## src/rtl/lane_route_pkg.sv

```systemverilog
// Shared definitions for the lane route buffer and its neighbours (LUT controller, MAC stage 2).
package lane_route_pkg;

  localparam int unsigned DefNumLanes = 10;
  localparam int unsigned DefDataW    = 16;
  localparam int unsigned DefIdxW     = 4;

  typedef enum logic [1:0] {
    StIdle,
    StSend,
    StWait,
    StDone
  } lane_state_e;

endpackage

```

## src/rtl/lane_select.sv

```systemverilog
// NUM_LANES:1 read mux returning the lane addressed by idx.
module lane_select
  import lane_route_pkg::*;
#(
  parameter int unsigned NUM_LANES = DefNumLanes,
  parameter int unsigned DATA_W    = DefDataW,
  parameter int unsigned IDX_W     = DefIdxW
) (
  input  logic [NUM_LANES*DATA_W-1:0] lanes,
  input  logic [IDX_W-1:0]            idx,
  output logic [DATA_W-1:0]           sel_data
);

  // Out-of-range indices read as zero; idx never leaves 0..NUM_LANES-1 in practice.
  always_comb begin
    sel_data = '0;
    for (int unsigned i = 0; i < NUM_LANES; i++) begin
      if (idx == IDX_W'(i)) sel_data = lanes[i*DATA_W +: DATA_W];
    end
  end

endmodule

```

## src/rtl/lane_route_buffer.sv

```systemverilog
// Captures a vector of lanes, walks each lane through the shared activation LUT and
// writes the result back in place, then presents the whole vector to MAC stage 2.
module lane_route_buffer
  import lane_route_pkg::*;
#(
  parameter int unsigned NUM_LANES = DefNumLanes,
  parameter int unsigned DATA_W    = DefDataW,
  parameter int unsigned IDX_W     = DefIdxW
) (
  input  logic                        clk,
  input  logic                        rst,
  input  logic                        mac_valid,
  output logic                        mac_ready,
  input  logic [NUM_LANES*DATA_W-1:0] mac_data,
  input  logic                        bypass,
  output logic                        lut_req_valid,
  input  logic                        lut_req_ready,
  output logic [DATA_W-1:0]           lut_req_data,
  output logic [IDX_W-1:0]            lut_req_idx,
  input  logic                        lut_rsp_valid,
  output logic                        lut_rsp_ready,
  input  logic [DATA_W-1:0]           lut_rsp_data,
  output logic                        res_valid,
  input  logic                        res_ready,
  output logic [NUM_LANES*DATA_W-1:0] res_data,
  output logic                        busy
);

  localparam logic [IDX_W-1:0] LastIdx = IDX_W'(NUM_LANES - 1);

  lane_state_e                 state_q, state_d;
  logic [IDX_W-1:0]            idx_q, idx_d;
  logic [NUM_LANES*DATA_W-1:0] buf_q, buf_d;
  logic [NUM_LANES-1:0]        lane_we;
  logic                        load;
  logic                        rsp_fire;

  // mac_ready is only high in idle, so the handshake reduces to idle & valid.
  assign load     = (state_q == StIdle) && mac_valid;
  assign rsp_fire = (state_q == StWait) && lut_rsp_valid;

  // State register.
  always_ff @(posedge clk or posedge rst) begin
    if (rst) state_q <= StIdle;
    else     state_q <= state_d;
  end

  // Next-state logic: one LUT request outstanding, last lane exits straight to done.
  always_comb begin
    state_d = state_q;
    unique case (state_q)
      StIdle: if (mac_valid) state_d = bypass ? StDone : StSend;
      StSend: if (lut_req_ready) state_d = StWait;
      StWait: if (lut_rsp_valid) state_d = (idx_q == LastIdx) ? StDone : StSend;
      StDone: if (res_ready) state_d = StIdle;
      default: state_d = StIdle;
    endcase
  end

  // Per-lane write enables: only the lane being serviced takes the LUT result.
  always_comb begin
    lane_we = '0;
    for (int unsigned i = 0; i < NUM_LANES; i++) begin
      lane_we[i] = rsp_fire && (idx_q == IDX_W'(i));
    end
  end

  // Buffer and lane index next values.
  always_comb begin
    buf_d = buf_q;
    idx_d = idx_q;
    if (load) begin
      buf_d = mac_data;
      idx_d = '0;
    end else begin
      for (int unsigned i = 0; i < NUM_LANES; i++) begin
        if (lane_we[i]) buf_d[i*DATA_W +: DATA_W] = lut_rsp_data;
      end
      if (rsp_fire && (idx_q != LastIdx)) idx_d = idx_q + IDX_W'(1);
    end
  end

  // Buffer and lane index registers.
  always_ff @(posedge clk or posedge rst) begin
    if (rst) begin
      buf_q <= '0;
      idx_q <= '0;
    end else begin
      buf_q <= buf_d;
      idx_q <= idx_d;
    end
  end

  // Output decode straight from registered state.
  always_comb begin
    mac_ready     = (state_q == StIdle);
    lut_req_valid = (state_q == StSend);
    lut_rsp_ready = (state_q == StWait);
    res_valid     = (state_q == StDone);
    busy          = (state_q != StIdle);
  end

  lane_select #(
    .NUM_LANES (NUM_LANES),
    .DATA_W    (DATA_W),
    .IDX_W     (IDX_W)
  ) u_lane_select (
    .lanes    (buf_q),
    .idx      (idx_q),
    .sel_data (lut_req_data)
  );

  assign lut_req_idx = idx_q;
  assign res_data    = buf_q;

endmodule
```

## config.mk

```make
export PLATFORM = sky130hd
export DESIGN_NAME = lane_route_buffer
export DESIGN_NICKNAME = d
export VERILOG_FILES = /design/src/rtl/lane_route_pkg.sv /design/src/rtl/lane_select.sv /design/src/rtl/lane_route_buffer.sv
export SDC_FILE = /design/constraint.sdc
export NUM_CORES = 1
export LEC_CHECK = 0
export BUFFER_PORTS_ARGS = -buffer_cell sky130_fd_sc_hd__buf_2
export CORE_UTILIZATION = 40
export DETAILED_ROUTE_END_ITERATION = 8
export GPL_TIMING_DRIVEN = 0
export PLACE_DENSITY = 0.66
export SLEW_MARGIN = 40
export SYNTH_ARGS = -nofsm -noshare
export SYNTH_HDL_FRONTEND = slang
export SYNTH_SLANG_ARGS = --single-unit
```

## constraint.sdc

```tcl
create_clock -name clk -period 17.4 [get_ports clk]
set_input_delay 4.35 -clock clk [delete_from_list [all_inputs] [get_ports clk]]
set_output_delay 4.35 -clock clk [all_outputs]
set_load 0.005 [all_outputs]
```

==> results of run 1 <==
## routing by layer
layer	share of wire, %	track usage, %	routed length (um)
met3	11	8.394	4702
met4	4.2	16.30	1844
met2	44	56.80	19310
met5	0	0	0
met1	41	52.76	17870
## synthesized netlist by cell type, types with 2 or more instances
cell type,count
nand3b_2,2
buf_6,8
nand2b_1,2
buf_1,5
ha_1,4
nand4b_1,2
a31oi_1,160
o21ai_2,5
nor2_1,167
o21ai_4,2
a32oi_1,16
nand2_2,10
inv_1,6
nand2_1,169
clkbuf_1,32
nand3b_1,2
o21ai_1,10
buf_4,3
a21oi_1,53
dfrtp_1,166
xnor2_1,2
buf_2,43
and3b_1,2
o2bb2ai_1,32
a22oi_1,14
nor2b_1,34
o221ai_1,16
o21ai_0,58
## report_power, final
group	switching (mW)	leakage (nW)	internal, mW
registers	0.225	1.85	0.580
logic	0.751	2.94	0.495
clock network	0.179	0.282	0.228
total	1.16	5.07	1.30
## tightest hold or removal path, stage by stage (launching register included)
cell	delay, ns
dfrtp_1	0.39
nor2_1	0.10
a31oi_1	0.05
## layout make-up
cell class | count | share of cell area [%]
Clock inverter | 13 | 1.465
Sequential cell | 166 | 35.50
Inverter | 6 | 0.2566
Buffer | 91 | 3.988
Timing Repair Buffer | 369 | 16.17
Tap cell | 280 | 2.994
Multi-Input combinational cell | 777 | 35.90
Antenna cell | 3 | 0.06416
Clock buffer | 18 | 3.668
## state kept, by name, summed over array words and instances (netlist names)
name / count
state_q: 2
res_data: 160
lut_req_idx: 4
## kinds of logic after synthesis
family                     Yosys count  synth area share (%)
adders and majority gates            4                0.5663
xor gates and xnor gates             3                0.2973
and+or+nand+nor                    400                 19.44
buffers and inverters               97                 5.535
DFF                                166                 47.00
AOI/OAI and AO/OA                  370                 27.17
## path summary, 6_finish.rpt
kind / cells after the start / endpoint / slack, ns / start
max reg2reg: 7 / res_data[32] / 14.79 / lut_req_idx[0]
max: 10 / lut_req_data[14] / 9.81 / lut_req_idx[1]
max in group asynchronous: 3 / res_data[117] / 12.88 / rst
min in group asynchronous: 2 / res_data[22] / 3.86 / rst
min: 2 / res_data[133] / 0.57 / res_data[133]
min reg2reg: 2 / res_data[133] / 0.57 / res_data[133]
## stage by stage
stage               utilization (%)  instances  setup WS, ns  cell area (um^2)
floorplan                         -       1040         8.560              8838
global placement              50.68       1687         6.426             11030
detailed placement            50.97       1689         10.38             11090
CTS                           53.73       1720         9.899             11690
global route                  53.78       1723         9.735             11700
finish                        53.78       1723         9.810             11700
==> flow_metrics.py, run 1 <==
metrics = {
    "clock_tree": {
        "cts_root_buf": "clkbuf_16",
        "numCtsBuffers": 17,
        "clock-sinks": 166,
        "cts_max_path_buffers": 2,
        "post_cts_resized": 0,
        "post_cts_buffers": 0,
        "tritoncts": "built",
        "clk_latency_ns": 0.43,
        "path_clk_slew_ns": 0.07,
        "cts_hold_buf": 0,
        "ctsHtreeMaxLevel": 4,
    },
    "floorplan": {
        "rows": 54,
        "ios": 368,
        "die_h_um": 150.6,
        "dieArea_mm2": 0.02269,
        "die_w_um": 150.6,
        "floorplan.initialDensity_pct": 40.63,
        "fp.coreArea_mm2": 0.02176,
    },
    "route": {
        "routedWlPerCell_um": 25.38,
        "first_pass_iters": 7,
        "wl_um": 43730,
        "num_vias": 10260,
        "drc_errors": 0,
        "routed_via_density": 5.952,
        "drt-initial-drc-count": 1121,
        "antenna_left": 0,
    },
    "setup_path": {
        "start_kind": "flip-flop",
        "crit_path_end_kind": "primary output",
        "path_max_fanout": 10,
        "cp_slowest_cell": "dfrtp_1",
        "required_ns": 13.05,
        "path_class": "flip-flop to primary output",
        "cp_top_family": "buffers and inverters",
        "path_buf_inv": 5,
        "slowest_delay_ns": 0.44,
        "arrival_ns": 3.24,
        "crit_chain": "inv_1 -> ha_1 -> buf_2 -> buf_2 -> clkbuf_1 -> a21oi_1 -> o2bb2ai_1 -> a21oi_1 -> o21ai_0 -> buf_2",
        "crit_top_cell": "buf_2",
    },
    "synth": {
        "synth_flop_cell": "dfrtp_1",
        "synth_area_leaders": "dfrtp_1 (47%), a31oi_1 (11%), nand2_1 (7.2%), nor2_1 (7.1%), o21ai_0 (3.3%)",
        "async_reset_ff_share_pct": 100.0,
        "syn_nets": 1227,
        "synth-seq-area-share_pct": 47.00,
        "synth.avg_cell_area_um2": 8.499,
        "synth-seq-cells": 166,
        "netlist_instances": 1040,
        "yosysTopAreaCell": "dfrtp_1",
        "yosys_warnings": 0,
        "synth_top_area_share_pct": 47.00,
        "ys_types": 43,
        "synth_edf_count": 0,
        "synth.cell_area_mm2": 0.008838,
    },
    "global_routing": {
        "grt_util_all_layers_pct": 38.01,
        "antenna_found_initial": 3,
        "grt_pass1_vias": 9267,
        "overflow": 0,
        "grt_max_degree": 73,
        "grt_pass1_wl_um": 61080,
    },
    "sta": {
        "hold_viol": 0,
        "timing.hold.ws_ns": 0.5694,
        "worst_clock_skew_ns": 0.007540,
        "fin_crit_sh_pct": 43.62,
        "setup_viol": 0,
        "fmax_mhz": 131.7,
        "worstMarginPinSlew_ns": 0.8501,
        "setup-tns-final_ns": 0,
        "rsz0062_at_grt": "false",
        "drv_slew": 0,
        "relSlewSlack_pct": 43.19,
        "finalCriticalPeriod_ns": 7.590,
    },
    "cells_and_area": {
        "syn_to_final_growth_pct": 32.39,
        "most-common-layout-cells": "buf_2 (410), nand2_1 (169), nor2_1 (167)",
        "final_common_cell": "buf_2",
        "seqCellArea_mm2": 0.004154,
        "drive_above_1_share_pct": 33.19,
        "multi_input_area_mm2": 0.004200,
        "fill_cells": 2182,
        "finalNetCount": 1615,
    },
    "pwr": {
        "peakVddDrop_mv": 0.08957,
        "p_total_mw": 2.458,
        "p_per_area_mw_per_mm2": 210.1,
        "leakagePower_nw": 5.071,
    },
    "place": {
        "port_buffers": 367,
        "hpwl_um": 32450,
        "gp_congestion": 0.9892,
    },
    "flow_run": {
        "drv_cap": 0,
    },
    "status": {
        "status": "finished clean",
    },
    "min_path": {
        "holdCritPathClass": "flip-flop to flip-flop",
    },
}
No activity file was read; power rests on OpenSTA's default activity.
==> run 2, diff against run 1 <==
Settings changed: PLACE_DENSITY 0.66 to 0.68.
Clock period 17.4 ns to 6.6 ns, I/O delays scaled along.
==> run 2 against run 1 <==
Effect of this change:
- sequential power grew to 2.6 times the previous value
- design area about the same
- combinational power rose to 2.6 times the previous value
- register-to-register slack worse by 11 ns
- clock power rose to 2.6 times the previous value
- clock skew is 0.0034 ns higher
- core utilization hardly changed
==> flow_metrics.py, run 2 (synthesis gave the netlist of run 1 again) <==
metrics = {
    "status": {
        "status": "finished clean",
    },
    "clock_tree": {
        "numCtsBuffers": 17,
        "cts_hold_buf": 0,
        "post_cts_buffers": 0,
        "cts_root_buf": "clkbuf_16",
        "clk_latency_ns": 0.44,
        "clock-sinks": 166,
        "post_cts_resized": 0,
        "cts_max_path_buffers": 2,
        "path_clk_slew_ns": 0.07,
        "ctsHtreeMaxLevel": 4,
        "tritoncts": "built",
    },
    "setup_path": {
        "path_max_fanout": 10,
        "crit_top_cell": "buf_2",
        "rr_startpoint": "lut_req_idx[0]",
        "regToRegSetupSlack_ns": 4.01,
        "path_class": "flip-flop to primary output",
        "crit_path_end_kind": "primary output",
        "required_ns": 4.95,
        "arrival_ns": 3.16,
        "cp-startpoint": "lut_req_idx[1]",
        "cp_slowest_cell": "dfrtp_1",
        "start_kind": "flip-flop",
        "crit_chain": "inv_1 -> ha_1 -> buf_2 -> buf_2 -> clkbuf_1 -> a21oi_1 -> o2bb2ai_1 -> a32oi_1 -> o21ai_1 -> buf_2",
        "slowest_delay_ns": 0.45,
    },
    "floorplan": {
        "die_w_um": 150.6,
        "rows": 54,
        "dieArea_mm2": 0.02269,
        "floorplan.initialDensity_pct": 40.63,
        "fp.coreArea_mm2": 0.02176,
        "die_h_um": 150.6,
        "ios": 368,
    },
    "sta": {
        "rsz0062_at_grt": "false",
        "hold_viol": 0,
        "finalCriticalPeriod_ns": 4.808,
        "fmax_mhz": 208.0,
        "worstMarginPinSlew_ns": 0.8746,
        "worst_clock_skew_ns": 0.01090,
        "relSlewSlack_pct": 41.55,
        "drv_slew": 0,
        "timing.hold.ws_ns": 0.5737,
        "setup_viol": 0,
        "fin_crit_sh_pct": 72.84,
    },
    "pwr": {
        "internal-power_mw": 3.415,
        "comb_power_share_pct": 50.7,
        "peakVddDrop_mv": 0.1932,
        "p_per_area_mw_per_mm2": 550.2,
        "pwr-share-clk_pct": 16.4,
        "seqPwrFrac_pct": 32.9,
        "p_sw_mw": 3.027,
        "swShare_pct": 46.99,
        "leakagePower_nw": 5.085,
    },
    "global_routing": {
        "grt_pass1_wl_um": 60400,
        "overflow": 0,
        "antenna_found_initial": 2,
        "grt_pass1_vias": 9346,
        "grt_max_degree": 66,
        "grt_util_all_layers_pct": 37.67,
    },
    "min_path": {
        "holdCritPathClass": "flip-flop to flip-flop",
        "hp-start": "res_data[57]",
    },
    "route": {
        "routed_via_density": 5.967,
        "wl_um": 43130,
        "num_vias": 10280,
        "routedWlPerCell_um": 25.03,
        "first_pass_iters": 6,
        "drt-initial-drc-count": 1044,
        "antenna_left": 0,
        "drc_errors": 0,
    },
    "flow_run": {
        "drv_cap": 0,
    },
    "cells_and_area": {
        "final_area_mm2": 0.01171,
        "largest_reg_flops": 160,
        "drive_above_1_share_pct": 33.31,
        "finalNetCount": 1615,
        "syn_to_final_growth_pct": 32.47,
        "most-common-layout-cells": "buf_2 (410), nand2_1 (168), nor2_1 (167)",
        "final_common_cell": "buf_2",
    },
    "place": {
        "post_dp_cell_area_mm2": 0.01109,
        "port_buffers": 367,
        "hpwl_um": 32480,
        "gp_congestion": 0.9649,
    },
}
## run 2: worst max-delay path: cells and delay by family (launching register included)
kind / cells / cell delay (ns)
buffers and inverters: 5 / 1.17
adder cells (fa/ha/maj): 1 / 0.14
AO/OA/AOI/OAI: 4 / 0.94
flip-flops: 1 / 0.45
## run 2: per-stage QoR
step | cells | setup slack [ns] | utilization [%] | power (mW) | setup TNS, ns
floorplan | 1040 | 0.4600 | - | 3.638 | 0
global placement | 1687 | -1.561 | 50.68 | 5.243 | -255.62
detailed placement | 1689 | 2.367 | 50.97 | 5.308 | 0
CTS | 1721 | 1.900 | 53.76 | 6.349 | 0
global route | 1723 | 1.740 | 53.82 | 6.773 | 0
finish | 1723 | 1.792 | 53.82 | 6.442 | 0
## run 2: power by group through the flow
stage	Combinational, mW	Sequential (mW)	Clock (mW)
finish	3.27	2.12	1.05
global route	3.52	2.15	1.10
CTS	3.21	2.09	1.05
detailed placement	3.21	2.10	0
global placement	3.15	2.09	0
floorplan	1.69	1.95	0
## run 2: path summary, 6_finish.rpt
| path | endpoint | depth (start not counted) |
|---|---|---|
| setup / recovery | lut_req_data[10] | 10 |
| hold / removal | res_data[57] | 2 |
| setup reg to reg | res_data[33] | 7 |
| hold reg to reg | res_data[57] | 2 |
| max in group asynchronous | res_data[158] | 4 |
| min in group asynchronous | res_data[24] | 2 |
## run 2: per-layer routing
| metal | GRT usage, % | part of all wire (%) | vias to the layer above |
|---|---|---|---|
| li1 | - | - | 4527 |
| met1 | 52.45 | 41 | 4927 |
| met2 | 55.99 | 44 | 715 |
| met3 | 6.879 | 10 | 113 |
| met4 | 18.90 | 4.6 | 0 |
| met5 | 0 | 0 | - |
## run 2: layout make-up
type	count	area [um^2]
fillers	2191	10050
plain buffers	91	466.7
repair buffers	369	1892
diodes	2	5.005
well taps	280	350.3
flip-flops and latches	166	4154
multi-input cells	777	4203
clock inverters	13	165.2
inverters	6	30.03
clock buffers	19	442.9
